<file path="src/rtl/uart_pkg.sv">
// Shared types and constants for the UART receive path and the planned transmitter.
package uart_pkg;

   typedef enum logic [1:0] {
      IDLE,
      START,
      DATA,
      STOP
   } rx_state_t;

   localparam int unsigned OVERSAMPLE = 16;
   localparam int unsigned DATA_BITS  = 8;
   localparam int unsigned MID_SAMPLE = 8;

   // Wide enough to count every tick of a start + data + stop frame.
   localparam int unsigned OS_CNT_W  = $clog2(OVERSAMPLE * (DATA_BITS + 2));
   localparam int unsigned BIT_IDX_W = $clog2(DATA_BITS);

   // Bit centres fall where the tick count before increment has MID_SAMPLE-1 in its low nibble.
   function automatic logic is_mid_sample(input logic [OS_CNT_W-1:0] os_cnt);
      return os_cnt[3:0] == 4'(MID_SAMPLE - 1);
   endfunction

endpackage

</file>
<file path="src/rtl/uart_reading_rx_if.sv">
// Serial line plus received-reading bus between the UART front end and its consumer.
interface uart_reading_rx_if;
   import uart_pkg::*;

   logic                 rxd;
   logic [DATA_BITS-1:0] reading;
   logic                 reading_valid;
   logic                 frame_err;

   modport master (
      output rxd,
      input  reading,
      input  reading_valid,
      input  frame_err
   );

   modport slave (
      input  rxd,
      output reading,
      output reading_valid,
      output frame_err
   );

endinterface

</file>
<file path="src/rtl/uart_baud_tick.sv">
// 16x oversample tick divider with synchronous clear; shared by UART rx and tx.
module uart_baud_tick #(
   parameter int unsigned CLK_DIV = 27
) (
   input  logic clk,
   input  logic reset,
   input  logic clear_i,
   output logic tick_o
);

   localparam int unsigned CNT_W = $clog2(CLK_DIV);

   logic [CNT_W-1:0] cnt_q, cnt_d;
   logic             tick_d;

   // tick_o is registered one cycle ahead so it is high exactly while the count sits at CLK_DIV-1.
   always_comb begin
      cnt_d  = cnt_q + CNT_W'(1);
      tick_d = 1'b0;
      if (clear_i) begin
         cnt_d = '0;
      end else begin
         if (cnt_q == CNT_W'(CLK_DIV - 1)) cnt_d = '0;
         if (cnt_q == CNT_W'(CLK_DIV - 2)) tick_d = 1'b1;
      end
   end

   always_ff @(posedge clk or negedge reset) begin
      if (!reset) begin
         cnt_q  <= '0;
         tick_o <= 1'b0;
      end else begin
         cnt_q  <= cnt_d;
         tick_o <= tick_d;
      end
   end

endmodule

</file>
<file path="src/rtl/uart_reading_rx.sv">
// 8N1 UART receiver presenting each correctly framed byte as the controller's reading.
module uart_reading_rx
   import uart_pkg::*;
#(
   parameter int unsigned CLK_DIV = 27
) (
   input  logic             clk,
   input  logic             reset,
   uart_reading_rx_if.slave bus
);

   logic                 sync1_q, rx_s_q, rx_d_q;
   logic                 fall_c, clear_c, tick, sample_c;
   rx_state_t            state_q, state_d;
   logic [OS_CNT_W-1:0]  os_cnt_q, os_cnt_d;
   logic [BIT_IDX_W-1:0] bit_idx_q, bit_idx_d;
   logic [DATA_BITS-1:0] shift_q, shift_d;
   logic [DATA_BITS-1:0] reading_q, reading_d;
   logic                 valid_q, valid_d;
   logic                 err_q, err_d;

   // Synchronizer and edge register idle high so reset never looks like a start edge.
   always_ff @(posedge clk or negedge reset) begin
      if (!reset) begin
         sync1_q <= 1'b1;
         rx_s_q  <= 1'b1;
         rx_d_q  <= 1'b1;
      end else begin
         sync1_q <= bus.rxd;
         rx_s_q  <= sync1_q;
         rx_d_q  <= rx_s_q;
      end
   end

   assign fall_c  = rx_d_q & ~rx_s_q;
   assign clear_c = (state_q == IDLE) && fall_c;

   uart_baud_tick #(
      .CLK_DIV (CLK_DIV)
   ) u_baud_tick (
      .clk     (clk),
      .reset   (reset),
      .clear_i (clear_c),
      .tick_o  (tick)
   );

   assign sample_c = tick && is_mid_sample(os_cnt_q);

   always_comb begin
      state_d   = state_q;
      os_cnt_d  = os_cnt_q;
      bit_idx_d = bit_idx_q;
      shift_d   = shift_q;
      reading_d = reading_q;
      valid_d   = 1'b0;
      err_d     = 1'b0;

      if (state_q != IDLE && tick) os_cnt_d = os_cnt_q + OS_CNT_W'(1);

      unique case (state_q)
         IDLE: begin
            if (fall_c) begin
               state_d  = START;
               os_cnt_d = '0;
            end
         end
         START: begin
            if (sample_c) begin
               if (!rx_s_q) begin
                  state_d   = DATA;
                  bit_idx_d = '0;
               end else begin
                  state_d = IDLE;
               end
            end
         end
         DATA: begin
            if (sample_c) begin
               shift_d = {rx_s_q, shift_q[DATA_BITS-1:1]};
               if (bit_idx_q == BIT_IDX_W'(DATA_BITS - 1)) state_d = STOP;
               else bit_idx_d = bit_idx_q + BIT_IDX_W'(1);
            end
         end
         STOP: begin
            // Return to IDLE at the stop-bit centre so a back-to-back start edge is caught.
            if (sample_c) begin
               if (rx_s_q) begin
                  reading_d = shift_q;
                  valid_d   = 1'b1;
               end else begin
                  err_d = 1'b1;
               end
               state_d = IDLE;
            end
         end
         default: state_d = IDLE;
      endcase
   end

   always_ff @(posedge clk or negedge reset) begin
      if (!reset) begin
         state_q   <= IDLE;
         os_cnt_q  <= '0;
         bit_idx_q <= '0;
         shift_q   <= '0;
         reading_q <= '0;
         valid_q   <= 1'b0;
         err_q     <= 1'b0;
      end else begin
         state_q   <= state_d;
         os_cnt_q  <= os_cnt_d;
         bit_idx_q <= bit_idx_d;
         shift_q   <= shift_d;
         reading_q <= reading_d;
         valid_q   <= valid_d;
         err_q     <= err_d;
      end
   end

   assign bus.reading       = reading_q;
   assign bus.reading_valid = valid_q;
   assign bus.frame_err     = err_q;

endmodule

</file>
<file path="src/flat_wrapper.sv">
// flat-port wrapper written by rule: the top's interface ports become plain ports
module uart_reading_rx_flat import uart_pkg::*;
#(
   parameter int unsigned CLK_DIV = 27
)
  (clk, reset, bus_rxd, bus_reading, bus_reading_valid, bus_frame_err);
  uart_reading_rx_if bus_i ();
  input  logic clk;
  input  logic reset;
  input wire logic [$bits(bus_i.rxd)-1:0] bus_rxd;
  output wire logic [$bits(bus_i.reading)-1:0] bus_reading;
  output wire logic [$bits(bus_i.reading_valid)-1:0] bus_reading_valid;
  output wire logic [$bits(bus_i.frame_err)-1:0] bus_frame_err;
  assign bus_i.rxd = bus_rxd;
  assign bus_reading = bus_i.reading;
  assign bus_reading_valid = bus_i.reading_valid;
  assign bus_frame_err = bus_i.frame_err;
  uart_reading_rx #(.CLK_DIV(CLK_DIV)) u_core (.clk(clk), .reset(reset), .bus(bus_i));
endmodule
</file>
<file path="config.mk">
export PLATFORM = sky130hd
export DESIGN_NAME = uart_reading_rx_flat
export DESIGN_NICKNAME = d
export VERILOG_FILES = /design/src/rtl/uart_pkg.sv /design/src/rtl/uart_reading_rx_if.sv /design/src/rtl/uart_baud_tick.sv /design/src/rtl/uart_reading_rx.sv /design/src/flat_wrapper.sv
export SDC_FILE = /design/constraint.sdc
export NUM_CORES = 1
export LEC_CHECK = 0
export ABC_AREA = 0
export ABC_CLOCK_PERIOD_IN_PS = 1500
export BUFFER_PORTS_ARGS = -buffer_cell sky130_fd_sc_hd__buf_4
export CORE_MARGIN = 3
export CORE_UTILIZATION = 45
export CTS_CLUSTER_SIZE = 16
export DETAILED_ROUTE_END_ITERATION = 12
export PLACE_DENSITY = 0.65
export SYNTH_ARGS = -nofsm -noshare
export SYNTH_HDL_FRONTEND = slang
export SYNTH_SLANG_ARGS = --single-unit
</file>
<file path="constraint.sdc">
create_clock -name clk -period 1.5 [get_ports clk]
set_clock_uncertainty 0.05 [all_clocks]
set_input_delay 0.15 -clock clk [delete_from_list [all_inputs] [get_ports clk]]
set_output_delay 0.15 -clock clk [all_outputs]
set_load 0.02 [all_outputs]
</file>
* Word level (Yosys, flattened, before mapping)
Cells that the tools add are included.
** Storage, ports and cells
- Flip-flop bits (word level) :: 40
- Output and inout port bits :: 10
- Word-level logic and storage cells :: 66
** Cells by class
- Add/subtract/negate cells :: 3
- Equality and inequality tests :: 14
- Mux-type cells :: 25
- Bitwise operators :: 2
- Reduce and logical (&&, ||, !) cells :: 10
** Operators with widths (number)
- 8-bit two-way mux :: 3
- 2-bit two-way mux :: 6
- 3-bit two-way mux :: 4
- 5-bit equality test, second input constant :: 2
- 5-bit two-way mux :: 2
- 2-bit by 1-bit != test with 1-bit output, second input constant :: 5
- 5-bit AND reduction :: 2
- 8-bit by 1-bit adder with 8-bit output, second input constant :: 1
- 1-bit two-way mux :: 8
- 2-bit one-hot mux with 4 select lines :: 1
- 3-bit one-hot mux with 2 select lines :: 1
- 5-bit by 1-bit adder with 5-bit output, second input constant :: 1
- 2-bit equality test, second input constant :: 2
- 4-bit by 3-bit equality test with 1-bit output, second input constant :: 1
- 2-bit != test, second input constant :: 2
- 2-bit nonzero test :: 2
- 3-bit by 1-bit adder with 3-bit output, second input constant :: 1
- 3-bit equality test, second input constant :: 1
- 1-bit logical AND :: 3
- 3-bit AND reduction :: 1
- 2-bit by 1-bit equality test with 1-bit output, second input constant :: 1
- 2-bit zero test :: 1
- 2-bit AND reduction :: 1
- 1-bit bitwise AND :: 1
- 1-bit NOT :: 1

* Depth between registers and ports, before layout
Gate-level depths: netlist of the first run.
- Depth after elaboration :: 5
- Depth in mapped cells :: 5

* Hierarchy
Synthesis of the first run repeated with hierarchy kept, for this count alone.
** Unflattened totals
- Cell total of the unflattened synthesis :: 109
- Area, all modules :: 1507.7 um2
** By module, submodules not included
- uart_reading_rx :: instances 1, cells an instance 84, area an instance 1233.7 um2, seq. area each 754.5 um2
- uart_baud_tick :: instances 1, cells an instance 25, area an instance 274.0 um2, seq. area each 150.1 um2

* Least setup slack after synthesis of the first run
No wires, ideal clock.
- Kind :: register to register
- Start :: register u_core.os_cnt_q[0]
- End :: register u_core.reading_q[0], in the netlist u_core.bus.reading[0]
- Library setup time :: 0.125 ns
- Data arrival time :: 1.368 ns
- Path slack :: -0.042 ns
- Cell stages (with the launch flop) :: 6
- Buffers on the path :: 1
- Period minus slack after synthesis :: 1.542 ns
- Cell sequence :: dfrtp_1 -> ha_1 -> and4b_1 -> buf_6 -> nand4_4 -> mux2_2
** On the way
- Cells in the longest elaborated chain, start to end :: 3
** Ends and longest elaborated chain
- from (decl) :: RTL line uart_reading_rx.sv:15 : logic [OS_CNT_W-1:0] os_cnt_q, os_cnt_d;
- from (signal assigned) :: RTL line uart_reading_rx.sv:111 : os_cnt_q <= os_cnt_d;
- 4-bit by 3-bit equality test with 1-bit output :: RTL line uart_pkg.sv:21 : return os_cnt[3:0] == 4'(MID_SAMPLE - 1);
- 1-bit logical AND :: RTL line uart_reading_rx.sv:47 : assign sample_c = tick && is_mid_sample(os_cnt_q);
- 3-bit AND reduction (no source line)
- to (signal assigned) :: RTL line uart_reading_rx.sv:114 : reading_q <= reading_d;
- to (decl) :: RTL line uart_reading_rx.sv:18 : logic [DATA_BITS-1:0] reading_q, reading_d;
No other way between the ends.
A chain may end at the register's enable or synchronous reset.

* Worst setup path after layout of the first run
- Start :: register u_core.os_cnt_q[1]
- End :: register u_core.reading_q[1], in the netlist u_core.bus.reading[1]
The elaborated chain is that of the path after synthesis.

==> results of run 1 <==
area by class of cell:
cell class                      count  area [um^2]
Fill cell                         263         1167
Inverter                            3        11.26
Tap cell                           44        55.05
Sequential cell                    36        904.6
Clock inverter                      3        42.54
Clock buffer                        5        37.54
Multi-Input combinational cell     80        745.7
Timing Repair Buffer               29        239.0
cells in the final DEF (no fill, tap or decap), types with 2 or more instances in the layout:
cell and n:
dfrtp_1 33, buf_4 25, mux2_4 9, mux2_2 8
nor2_1 7, a21oi_1 5, clkbuf_4 5, nand2_1 4
nand3_1 3, o21ai_0 3, inv_1 3, ha_1 3
dfstp_2 3, o211ai_1 2, nor4b_2 2, nand2b_1 2
and3b_1 2, xor2_1 2, nor3b_1 2, a22o_1 2
ha_2 2, dlygate4sd3_1 2
cell families (layout without fill, tap and decap cells):
kind of cell,after synthesis,after routing,synth area share
simple gates,35,35,0.1465
xor+xnor,2,2,0.01103
buf+inv,7,40,0.02362
compound gates,19,19,0.07559
fa+ha+maj,6,6,0.04724
flops,36,36,0.5693
mux,18,18,0.1268
what timing repair did:
action                                  in CTS  in global routing
hold endpoints to repair                    34                  0
resized for setup                           12                 12
setup buffers                                2                  2
endpoints found under the setup margin      19                 21
hold buffers                                 2                  0
pin swaps                                    2                  6
flip-flops by register name, indices dropped and copies added, names as in the netlist, named ones only:
register and flops:
u_core.state_q 1, u_core.bus.frame_err 1, u_core.shift_q 8, u_core.u_baud_tick.cnt_q 5, u_core.os_cnt_q 4, u_core.rx_d_q 1, u_core.u_baud_tick.tick_o 1, u_core.bit_idx_q 3
u_core.bus.reading_valid 1, u_core.rx_s_q 1, u_core.bus.reading 8, u_core.sync1_q 1
metrics by stage:
step / instance area [um^2] / util / setup TNS, ns
4_1_cts: 1964 / 0.6133 / -0.01729
3_3_place_gp: 1793 / 0.5598 / -0.04439
3_5_place_dp: 1793 / 0.5598 / -0.3328
6_report: 2036 / 0.6355 / 0
2_1_floorplan: 1592 / - / -0.08804
5_1_grt: 2036 / 0.6355 / -1.172
final timing paths:
kind,to,start,cells past startpoint,slack [ns]
max,u_core.bus.reading[1],u_core.os_cnt_q[1],4,0.01
max in group asynchronous,u_core.rx_s_q,reset,2,0.81
max reg2reg,u_core.bus.reading[1],u_core.os_cnt_q[1],4,0.01
min,u_core.bus.frame_err,reset,2,0.22
min reg2reg,u_core.rx_s_q,u_core.sync1_q,0,0.31
min in group clk,u_core.rx_s_q,u_core.sync1_q,0,0.31
routing by layer:
metal  global-route usage  share of wire  vias to the layer above
met5                    0              0                        -
met4              0.06736          0.017                        0
met3              0.05299          0.035                        6
met2               0.2541           0.51                       20
met1               0.1882           0.44                      532
li1                     -              -                      510
where the power goes:
part	switching, mW	internal (mW)
logic	0.166	0.181
clock network	0.329	0.347
registers	0.111	1.08
worst max-delay path, stage by stage, from the launching register on:
cell and delay [ns]:
dfrtp_1 0.37, ha_2 0.19, and4b_2 0.28, nand4_4 0.17
mux2_2 0.32
==> impl_summary.log, run 1 <==
INFO  metric outcome = finished clean
INFO  metric layout.nets = 164
INFO  metric slew_viol_final = 0
INFO  metric ys_top_cells_by_count = dfrtp_1 (33), mux2_2 (17), nor2_1 (7)
INFO  metric vdd_drop_max = 0.0008883 V
INFO  metric critPathKind = reg -> reg
INFO  metric core-area = 3203 um^2
INFO  metric tritoncts = built
INFO  metric cts.clk_slew.worst_paths = 0.12 ns
INFO  metric cts_root_buffer = clkbuf_4
INFO  metric avgSynthCellArea = 12.92 um^2
INFO  metric async_sr_flop_fraction = 1.000
INFO  metric first_global_vias = 1086
INFO  metric detailedPlacementHpwl = 1815 um
INFO  metric grt_max_degree = 37
INFO  metric antennaDiodeCount = 0
INFO  metric die_h = 65.43 um
INFO  metric timing.final.setup_violations = 0
INFO  metric io-pin-count = 13
INFO  metric critPathLaunchType = flop
INFO  metric portBuffers = 12
INFO  metric worstPathRequired = 1.68 ns
INFO  metric slew_headroom = 0.6997
INFO  metric antenna_violations_before_repair = 0
INFO  metric row_cnt = 20
INFO  metric chipWidth = 65.43 um
INFO  metric synth_largest_type_area_fraction = 0.5197
INFO  metric grt_first_pass_wirelength = 5023 um
INFO  metric yosys_most_used_dff = dfrtp_1
INFO  metric instances_no_fill = 200
INFO  metric global_route.usage.total = 0.1563
INFO  metric post_drt_wl_per_cell = 14.58 um
INFO  metric initial_utilization = 0.4961
INFO  metric detailedRoute.firstIterationViolations = 31
INFO  metric worst_pin_slew = 0.4504 ns
INFO  metric synth-seq-cells = 36
INFO  metric drt-pass1-iter-count = 4
INFO  metric post_synth_edffs = 0
INFO  metric post_route_cells_drive_above_1_share = 0.4423
INFO  metric final_antenna_net_count = 0
INFO  metric achievable-frequency = 0.6724 GHz
INFO  metric placement.setup.worst_slack = -0.04710 ns
INFO  metric clock_tree.htree_level_count = 2
INFO  metric critical_path.max_fanout = 8
INFO  metric dp_cells = 186
INFO  metric worst_slack = 0.01283 ns
INFO  metric route.detailed.drc = 0
INFO  metric areaGrowthSynthToFinish = 28.11%
INFO  metric detailroute.via_count = 1068
INFO  metric leakagePower = 0.9604 nW
INFO  metric post_synth_num_cell_types = 37
INFO  metric grt_overflow_total = 0
INFO  metric timing_hold_violations_final = 0
INFO  metric post-synth-top-area-cell = dfrtp_1
INFO  metric timing.hold.worst.class = in -> async
INFO  metric clock_path_buffers = 2
INFO  metric synth_seq_area_share = 0.5693
INFO  metric clkLatencyLatePin = 0.34 ns
INFO  metric clock_sink_count = 36
INFO  metric place_congestion = 0.8228
INFO  metric yosysMostFrequentCell = dfrtp_1
INFO  metric syn_inst = 123
INFO  metric worst_hold_margin = 0.2239 ns
INFO  metric detail_route.wirelength = 2915 um
INFO  metric netlist_area = 1589 um^2
INFO  metric timing.critical_path.to_type = flop
INFO  metric cap_violations = 0
INFO  metric power.density = 1086 nW/um^2
INFO  metric report.power.total = 2.210 mW
INFO  metric synthesis.nets = 132
INFO  metric vias_per_cell = 5.340
INFO  metric post-route-min-period = 1.487 ns
INFO  metric synth.top_cells.by_area = dfrtp_1 (52%), mux2_2 (12%), dfstp_2 (5.0%)
INFO  metric grt_setup_unrepaired = yes
INFO  metric critical_path_arrival = 1.67 ns
INFO  metric min_period_over_period = 0.9914
INFO  metric synth-warning-count = 0
INFO  metric numCtsBuffers = 5
INFO  metric fp.dieArea = 4280 um^2
Note: power is estimated with default switching activity, not from simulation.
==> run 2, diff against run 1 <==
--- a/config.mk
+++ b/config.mk
@@ -9,10 +9,11 @@
 export ABC_CLOCK_PERIOD_IN_PS = 1500
 export BUFFER_PORTS_ARGS = -buffer_cell sky130_fd_sc_hd__buf_4
 export CORE_MARGIN = 3
-export CORE_UTILIZATION = 45
+export CORE_UTILIZATION = 51
 export CTS_CLUSTER_SIZE = 16
 export DETAILED_ROUTE_END_ITERATION = 12
-export PLACE_DENSITY = 0.65
+export PLACE_DENSITY = 0.73
 export SYNTH_ARGS = -nofsm -noshare
 export SYNTH_HDL_FRONTEND = slang
+export SYNTH_HIERARCHICAL = 1
 export SYNTH_SLANG_ARGS = --single-unit
==> run 2 against run 1 <==
Net effect: the run now ends with setup timing left; worst setup slack got worse by 0.089 ns; design area down 7.7%; global-route usage up 2.9 points; area after synthesis shrank 5.1%; sequential power barely moved; first-iteration DRC count rose by 45%; hold slack got worse by 0.0035 ns; via count down 8.4%; wire length fell by 2.1%; critical path depth did not move; clock power down 27%; critical path type unchanged; largest power group unchanged.
==> impl_summary.log, run 2 <==
INFO  metric layout_commonest_cell = dfrtp_1
INFO  metric synthesis.nets = 118
INFO  metric grt_setup_unrepaired = yes
INFO  metric ys_top_cells_by_count = dfrtp_1 (33), mux2_2 (17), nor2_1 (9)
INFO  metric vias_per_cell = 5.621
INFO  metric final-seq-area = 905.9 um^2
INFO  metric first_global_vias = 975
INFO  metric numCtsBuffers = 5
INFO  metric clock_sink_count = 36
INFO  metric critical_path.max_fanout = 5
INFO  metric post-route-min-period = 1.576 ns
INFO  metric critical_path_arrival = 1.76 ns
INFO  metric violations = setup timing
INFO  metric timing.critical_path.to_type = flop
INFO  metric achievable-frequency = 0.6344 GHz
INFO  metric yosysMostFrequentCell = dfrtp_1
INFO  metric synth_largest_type_area_fraction = 0.5477
INFO  metric antennaDiodeCount = 0
INFO  metric leakagePower = 0.9297 nW
INFO  metric tritoncts = built
INFO  metric slew_headroom = 0.7056
INFO  metric layout.nets = 151
INFO  metric multi_input_area = 645.6 um^2
INFO  metric die_h = 60.37 um
INFO  metric power.density = 1064 nW/um^2
INFO  metric post_route_cells_drive_above_1_share = 0.4336
INFO  metric timing.final.setup_violations = 19
INFO  metric areaGrowthSynthToFinish = 24.65%
INFO  metric clock_path_buffers = 2
INFO  metric critPathLaunchType = flop
INFO  metric detailedPlacementHpwl = 1788 um
INFO  metric row_cnt = 19
INFO  metric vdd_drop_max = 0.0009487 V
INFO  metric grt_overflow_total = 0
INFO  metric synth.top_cells.by_area = dfrtp_1 (55%), mux2_2 (13%), dfstp_2 (5.2%)
INFO  metric post-synth-top-area-cell = dfrtp_1
INFO  metric drt-pass1-iter-count = 4
INFO  metric cts.clk_slew.worst_paths = 0.12 ns
INFO  metric antenna_violations_before_repair = 0
INFO  metric yosys_most_used_dff = dfrtp_1
INFO  metric initial_utilization = 0.5421
INFO  metric timing.hold.worst.class = in -> async
INFO  metric place_congestion = 0.8447
INFO  metric worstPathRequired = 1.68 ns
INFO  metric avgSynthCellArea = 13.83 um^2
INFO  metric min_period_over_period = 1.051
INFO  metric route.detailed.drc = 0
INFO  metric grt_first_pass_wirelength = 4712 um
INFO  metric slew_viol_final = 0
INFO  metric portBuffers = 12
INFO  metric outcome = finished with violations
INFO  metric syn_inst = 109
INFO  metric synth-seq-cells = 36
INFO  metric synth-warning-count = 6
INFO  metric detail_route.wirelength = 2853 um
INFO  metric final_antenna_net_count = 0
INFO  metric netlist_area = 1508 um^2
INFO  metric clock_tree.htree_level_count = 2
INFO  metric top_library_cells_by_usage_in_the_layout_fill_and_taps_aside = dfrtp_1 (32), buf_4 (24), nor2_1 (9), mux2_2 (9), mux2_4 (8)
INFO  metric detailroute.via_count = 978
INFO  metric worst_slack = -0.07641 ns
INFO  metric post_synth_edffs = 0
INFO  metric io-pin-count = 13
INFO  metric chipWidth = 60.37 um
INFO  metric placement.setup.worst_slack = -0.1116 ns
INFO  metric post_synth_num_cell_types = 30
INFO  metric cap_violations = 0
INFO  metric core-area = 2781 um^2
INFO  metric global_route.usage.total = 0.1856
INFO  metric filler_cell_count = 214
INFO  metric timing_hold_violations_final = 0
INFO  metric detailedRoute.firstIterationViolations = 45
INFO  metric async_sr_flop_fraction = 1.000
INFO  metric synth_seq_area_share = 0.6000
INFO  metric post_drt_wl_per_cell = 16.40 um
INFO  metric critPathKind = reg -> reg
INFO  metric grt_max_degree = 37
INFO  metric cts_root_buffer = clkbuf_4
INFO  metric setup-tns-final = -0.9158 ns
INFO  metric clkLatencyLatePin = 0.35 ns
INFO  metric post-route-util = 0.6757
INFO  metric worst_pin_slew = 0.4416 ns
INFO  metric worst_hold_margin = 0.2204 ns
INFO  metric fp.dieArea = 3645 um^2
run 2: cell type report:
type / instances / area share
inverters: 5 / 0.009987
well taps: 31 / 0.02064
multi-input cells: 67 / 0.3435
repair buffers: 27 / 0.1172
flip-flops and latches: 36 / 0.4820
clock buffers: 7 / 0.02397
clock inverters: 1 / 0.002663
run 2: timing repair:
| action | 4_1_cts | 5_1_grt |
|---|---|---|
| gates cloned | 1 | 0 |
| hold endpoints to repair | 34 | 0 |
| pin swaps | 4 | 1 |
| hold buffers | 2 | 0 |
| setup buffers | 2 | 0 |
| gates resized for setup | 13 | 3 |
| endpoints found under the setup margin | 19 | 25 |
run 2: metrics by stage:
| stage | area, um^2 | instances | total power [mW] |
|---|---|---|---|
| detailed placement | 1709 | 161 | 1.501 |
| global route | 1879 | 174 | 2.124 |
| finish | 1879 | 174 | 1.999 |
| CTS | 1866 | 174 | 2.011 |
| global placement | 1709 | 161 | 1.473 |
| floorplan | 1508 | 109 | 1.379 |
run 2: critical path: stages, from the launching register on:
cell and delay (ns):
dfrtp_1 0.38, ha_2 0.21, and4b_2 0.32, nand4_2 0.20, mux2_2 0.31
run 2: worst paths after layout:
check,start,end,slack [ns],cells past startpoint
max reg2reg,u_core/os_cnt_q[0],u_core/bus.reading[6],-0.08,4
min in group clk,u_core/sync1_q,u_core/rx_s_q,0.32,0
min reg2reg,u_core/sync1_q,u_core/rx_s_q,0.32,0
max in group asynchronous,reset,u_core/rx_s_q,0.82,2
max,u_core/os_cnt_q[0],u_core/bus.reading[6],-0.08,4
min,reset,u_core/bit_idx_q[2],0.22,2
run 2: per-layer routing:
layer / routed length, um / vias up / global-route usage
li1: - / 456 / -
met1: 1261 / 492 / 0.2283
met2: 1421 / 21 / 0.3040
met3: 89 / 9 / 0.04468
met4: 81 / 0 / 0.09494
met5: 0 / - / 0
run 2: cell families (layout without fill, tap and decap cells):
| kind of cell | after synthesis | count (layout) | synth area share |
|---|---|---|---|
| AND/OR/NAND/NOR | 27 | 28 | 0.1203 |
| XOR/XNOR | 5 | 5 | 0.02904 |
| multiplexers | 18 | 18 | 0.1336 |
| flip-flops | 36 | 36 | 0.6000 |
| adder cells (fa/ha/maj) | 6 | 6 | 0.04979 |
| AO/OA/AOI/OAI | 10 | 10 | 0.04813 |
| buffers and inverters | 7 | 40 | 0.01908 |
run 2: power by group:
group / internal, mW / switching (mW) / leakage [nW]
Combinational: 0.163 / 0.163 / 0.423
Clock: 0.183 / 0.313 / 0.0293
Sequential: 1.07 / 0.106 / 0.477
==> run 3, diff against run 2 <==
--- a/config.mk
+++ b/config.mk
@@ -5,9 +5,8 @@
 export SDC_FILE = /design/constraint.sdc
 export NUM_CORES = 1
 export LEC_CHECK = 0
-export ABC_AREA = 0
 export ABC_CLOCK_PERIOD_IN_PS = 1500
-export BUFFER_PORTS_ARGS = -buffer_cell sky130_fd_sc_hd__buf_4
+export BUFFER_PORTS_ARGS = -buffer_cell sky130_fd_sc_hd__buf_2
 export CORE_MARGIN = 3
 export CORE_UTILIZATION = 51
 export CTS_CLUSTER_SIZE = 16
==> run 3 against run 2 <==
Net effect: the flow still finishes with violations (setup timing); maximum frequency shrank 1.2%; hold slack gained 0.094 ns; largest cell class unchanged; clock power is 4.6% higher; non-clock buffer count grew 8.
==> impl_summary.log, run 3 (synthesis results as in run 2) <==
INFO  metric cts.clk_slew.worst_paths = 0.11 ns
INFO  metric io-pin-count = 13
INFO  metric critical_path.reg2reg.endpoint = u_core/shift_q[6]
INFO  metric route.detailed.drc = 0
INFO  metric critPathKind = reg -> reg
INFO  metric fp.dieArea = 3645 um^2
INFO  metric layout_commonest_cell = dfrtp_1
INFO  metric grt_setup_unrepaired = yes
INFO  metric grt_max_degree = 37
INFO  metric filler_cell_count = 196
INFO  metric seq_power_share = 0.569
INFO  metric timing.hold.worst.class = reg -> reg
INFO  metric die_h = 60.37 um
INFO  metric critPathLaunchType = flop
INFO  metric grt_first_pass_wirelength = 4443 um
INFO  metric final-seq-area = 905.9 um^2
INFO  metric switchingPower = 0.5876 mW
INFO  metric detail_route.wirelength = 2845 um
INFO  metric vdd_drop_max = 0.001019 V
INFO  metric tritoncts = built
INFO  metric detailroute.via_count = 982
INFO  metric first_global_vias = 960
INFO  metric detailedRoute.firstIterationViolations = 37
INFO  metric portBuffers = 12
INFO  metric outcome = finished with violations
INFO  metric row_cnt = 19
INFO  metric cts_root_buffer = clkbuf_4
INFO  metric slew_headroom = 0.7105
INFO  metric worst-r2r-setup-slack = -0.1 ns
INFO  metric detailedPlacementHpwl = 1696 um
INFO  metric clock_tree.htree_level_count = 2
INFO  metric initial_utilization = 0.5421
INFO  metric critical_path.max_fanout = 8
INFO  metric holdCritStartpoint = u_core/sync1_q
INFO  metric post-route-min-period = 1.596 ns
INFO  metric vias_per_cell = 5.396
INFO  metric swShare = 0.2837
INFO  metric report.power.total = 2.071 mW
INFO  metric antennaDiodeCount = 0
INFO  metric min_period_over_period = 1.064
INFO  metric areaGrowthSynthToFinish = 27.64%
INFO  metric post_drt_wl_per_cell = 15.63 um
INFO  metric leakagePower = 0.9739 nW
INFO  metric hold_path_depth = 0
INFO  metric ff2ff_path_depth = 6
INFO  metric chipWidth = 60.37 um
INFO  metric achievable-frequency = 0.6266 GHz
INFO  metric clkLatencyLatePin = 0.33 ns
INFO  metric placement.setup.worst_slack = -0.1015 ns
INFO  metric timing_hold_violations_final = 0
INFO  metric layout.nets = 159
INFO  metric top_library_cells_by_usage_in_the_layout_fill_and_taps_aside = dfrtp_1 (32), buf_4 (20), buf_2 (12)
INFO  metric slew_viol_final = 0
INFO  metric worstPathRequired = 1.67 ns
INFO  metric clock_path_buffers = 2
INFO  metric antenna_violations_before_repair = 0
INFO  metric clock_sink_count = 36
INFO  metric regToRegStartpoint = u_core/os_cnt_q[0]
INFO  metric hold_path_end = u_core/rx_s_q
INFO  metric power.density = 1076 nW/um^2
INFO  metric timing.critical_path.to_type = flop
INFO  metric multi_input_area = 649.4 um^2
INFO  metric grt_overflow_total = 0
INFO  metric violations = setup timing
INFO  metric numCtsBuffers = 5
INFO  metric global_route.usage.total = 0.1711
INFO  metric power.share.combinational = 0.181
INFO  metric drt-pass1-iter-count = 4
INFO  metric setup-tns-final = -0.7493 ns
INFO  metric critical_path_arrival = 1.76 ns
INFO  metric worst_slack = -0.09588 ns
INFO  metric place_congestion = 0.8503
INFO  metric worst_pin_slew = 0.4342 ns
INFO  metric final_antenna_net_count = 0
INFO  metric cellInternalPower = 1.484 mW
INFO  metric post_route_cells_drive_above_1_share = 0.4768
INFO  metric core-area = 2781 um^2
INFO  metric cap_violations = 0
INFO  metric clock_network_power_share = 0.250
INFO  metric timing.final.setup_violations = 14
## run 3: cell types whose count changed in the layout (fill, tap and decap cells not counted)
cell,change
mux2_4,+1
clkbuf_1,-2
clkinv_2,+1
buf_4,-4
nor4b_4,-1
clkbuf_8,+1
nand4_4,+1
nand4_2,-1
buf_2,+12
nor4b_2,+1
mux2_2,-1
## run 3: repair_timing
action / 4_1_cts / 5_1_grt
pin swaps: 4 / 7
gates cloned: 1 / 0
endpoints found under the setup margin: 19 / 26
gates resized for setup: 15 / 2
hold buffers: 2 / 0
setup buffers: 3 / 5
hold endpoints to repair: 34 / 0
## run 3: power groups by stage
| stage | Sequential, mW | Combinational (mW) | Clock (mW) |
|---|---|---|---|
| floorplan | 1.17 | 0.209 | 0 |
| global placement | 1.18 | 0.300 | 0 |
| detailed placement | 1.19 | 0.319 | 0 |
| CTS | 1.17 | 0.355 | 0.547 |
| global route | 1.19 | 0.426 | 0.586 |
| finish | 1.18 | 0.375 | 0.519 |
## run 3: layout make-up
class,instances,share of cell area
Multi-Input combinational cell,67,0.3375
Clock inverter,2,0.005202
Sequential cell,36,0.4707
Tap cell,31,0.02016
Timing Repair Buffer,35,0.1300
Clock buffer,6,0.02666
Inverter,5,0.009753
## run 3: critical path, cell delays in order (launching register included)
cell and delay, ns:
dfrtp_1 0.37, ha_2 0.19, nand4b_1 0.15, buf_4 0.18, nor2_4 0.10, buf_12 0.15
mux2_4 0.31
## run 3: through the flow
stage / instances / area, um^2 / hold slack [ns] / utilization
after global placement: 163 / 1694 / 0.1542 / 0.6091
after floorplan: 109 / 1508 / -0.1956 / -
final: 182 / 1924 / 0.3141 / 0.6919
after detailed placement: 163 / 1694 / 0.1602 / 0.6091
after global routing: 182 / 1924 / 0.3217 / 0.6919
after CTS: 177 / 1882 / 0.3148 / 0.6766
## run 3: how the worst max path moves through the flow
stage                        start                    end  slack, ns  depth (start not counted)
3_3_place_gp   u_core/bit_idx_q[0]    u_core/bit_idx_q[0]      -0.08                          5
2_1_floorplan   u_core/os_cnt_q[0]      u_core/shift_q[0]      -0.03                          4
5_1_grt         u_core/os_cnt_q[0]      u_core/shift_q[4]      -0.14                          6
4_1_cts         u_core/os_cnt_q[1]  u_core/bus.reading[3]      -0.04                          4
3_5_place_dp   u_core/bit_idx_q[0]    u_core/bit_idx_q[0]      -0.10                          5
6_report        u_core/os_cnt_q[0]      u_core/shift_q[6]       -0.1                          6
## run 3: layer usage
metal / vias up / global-route usage / routed length [um]
li1: 473 / - / -
met1: 493 / 0.2253 / 1321
met2: 14 / 0.2577 / 1435
met3: 2 / 0.05319 / 79
met4: 0 / 0.08228 / 9
met5: - / 0 / 0
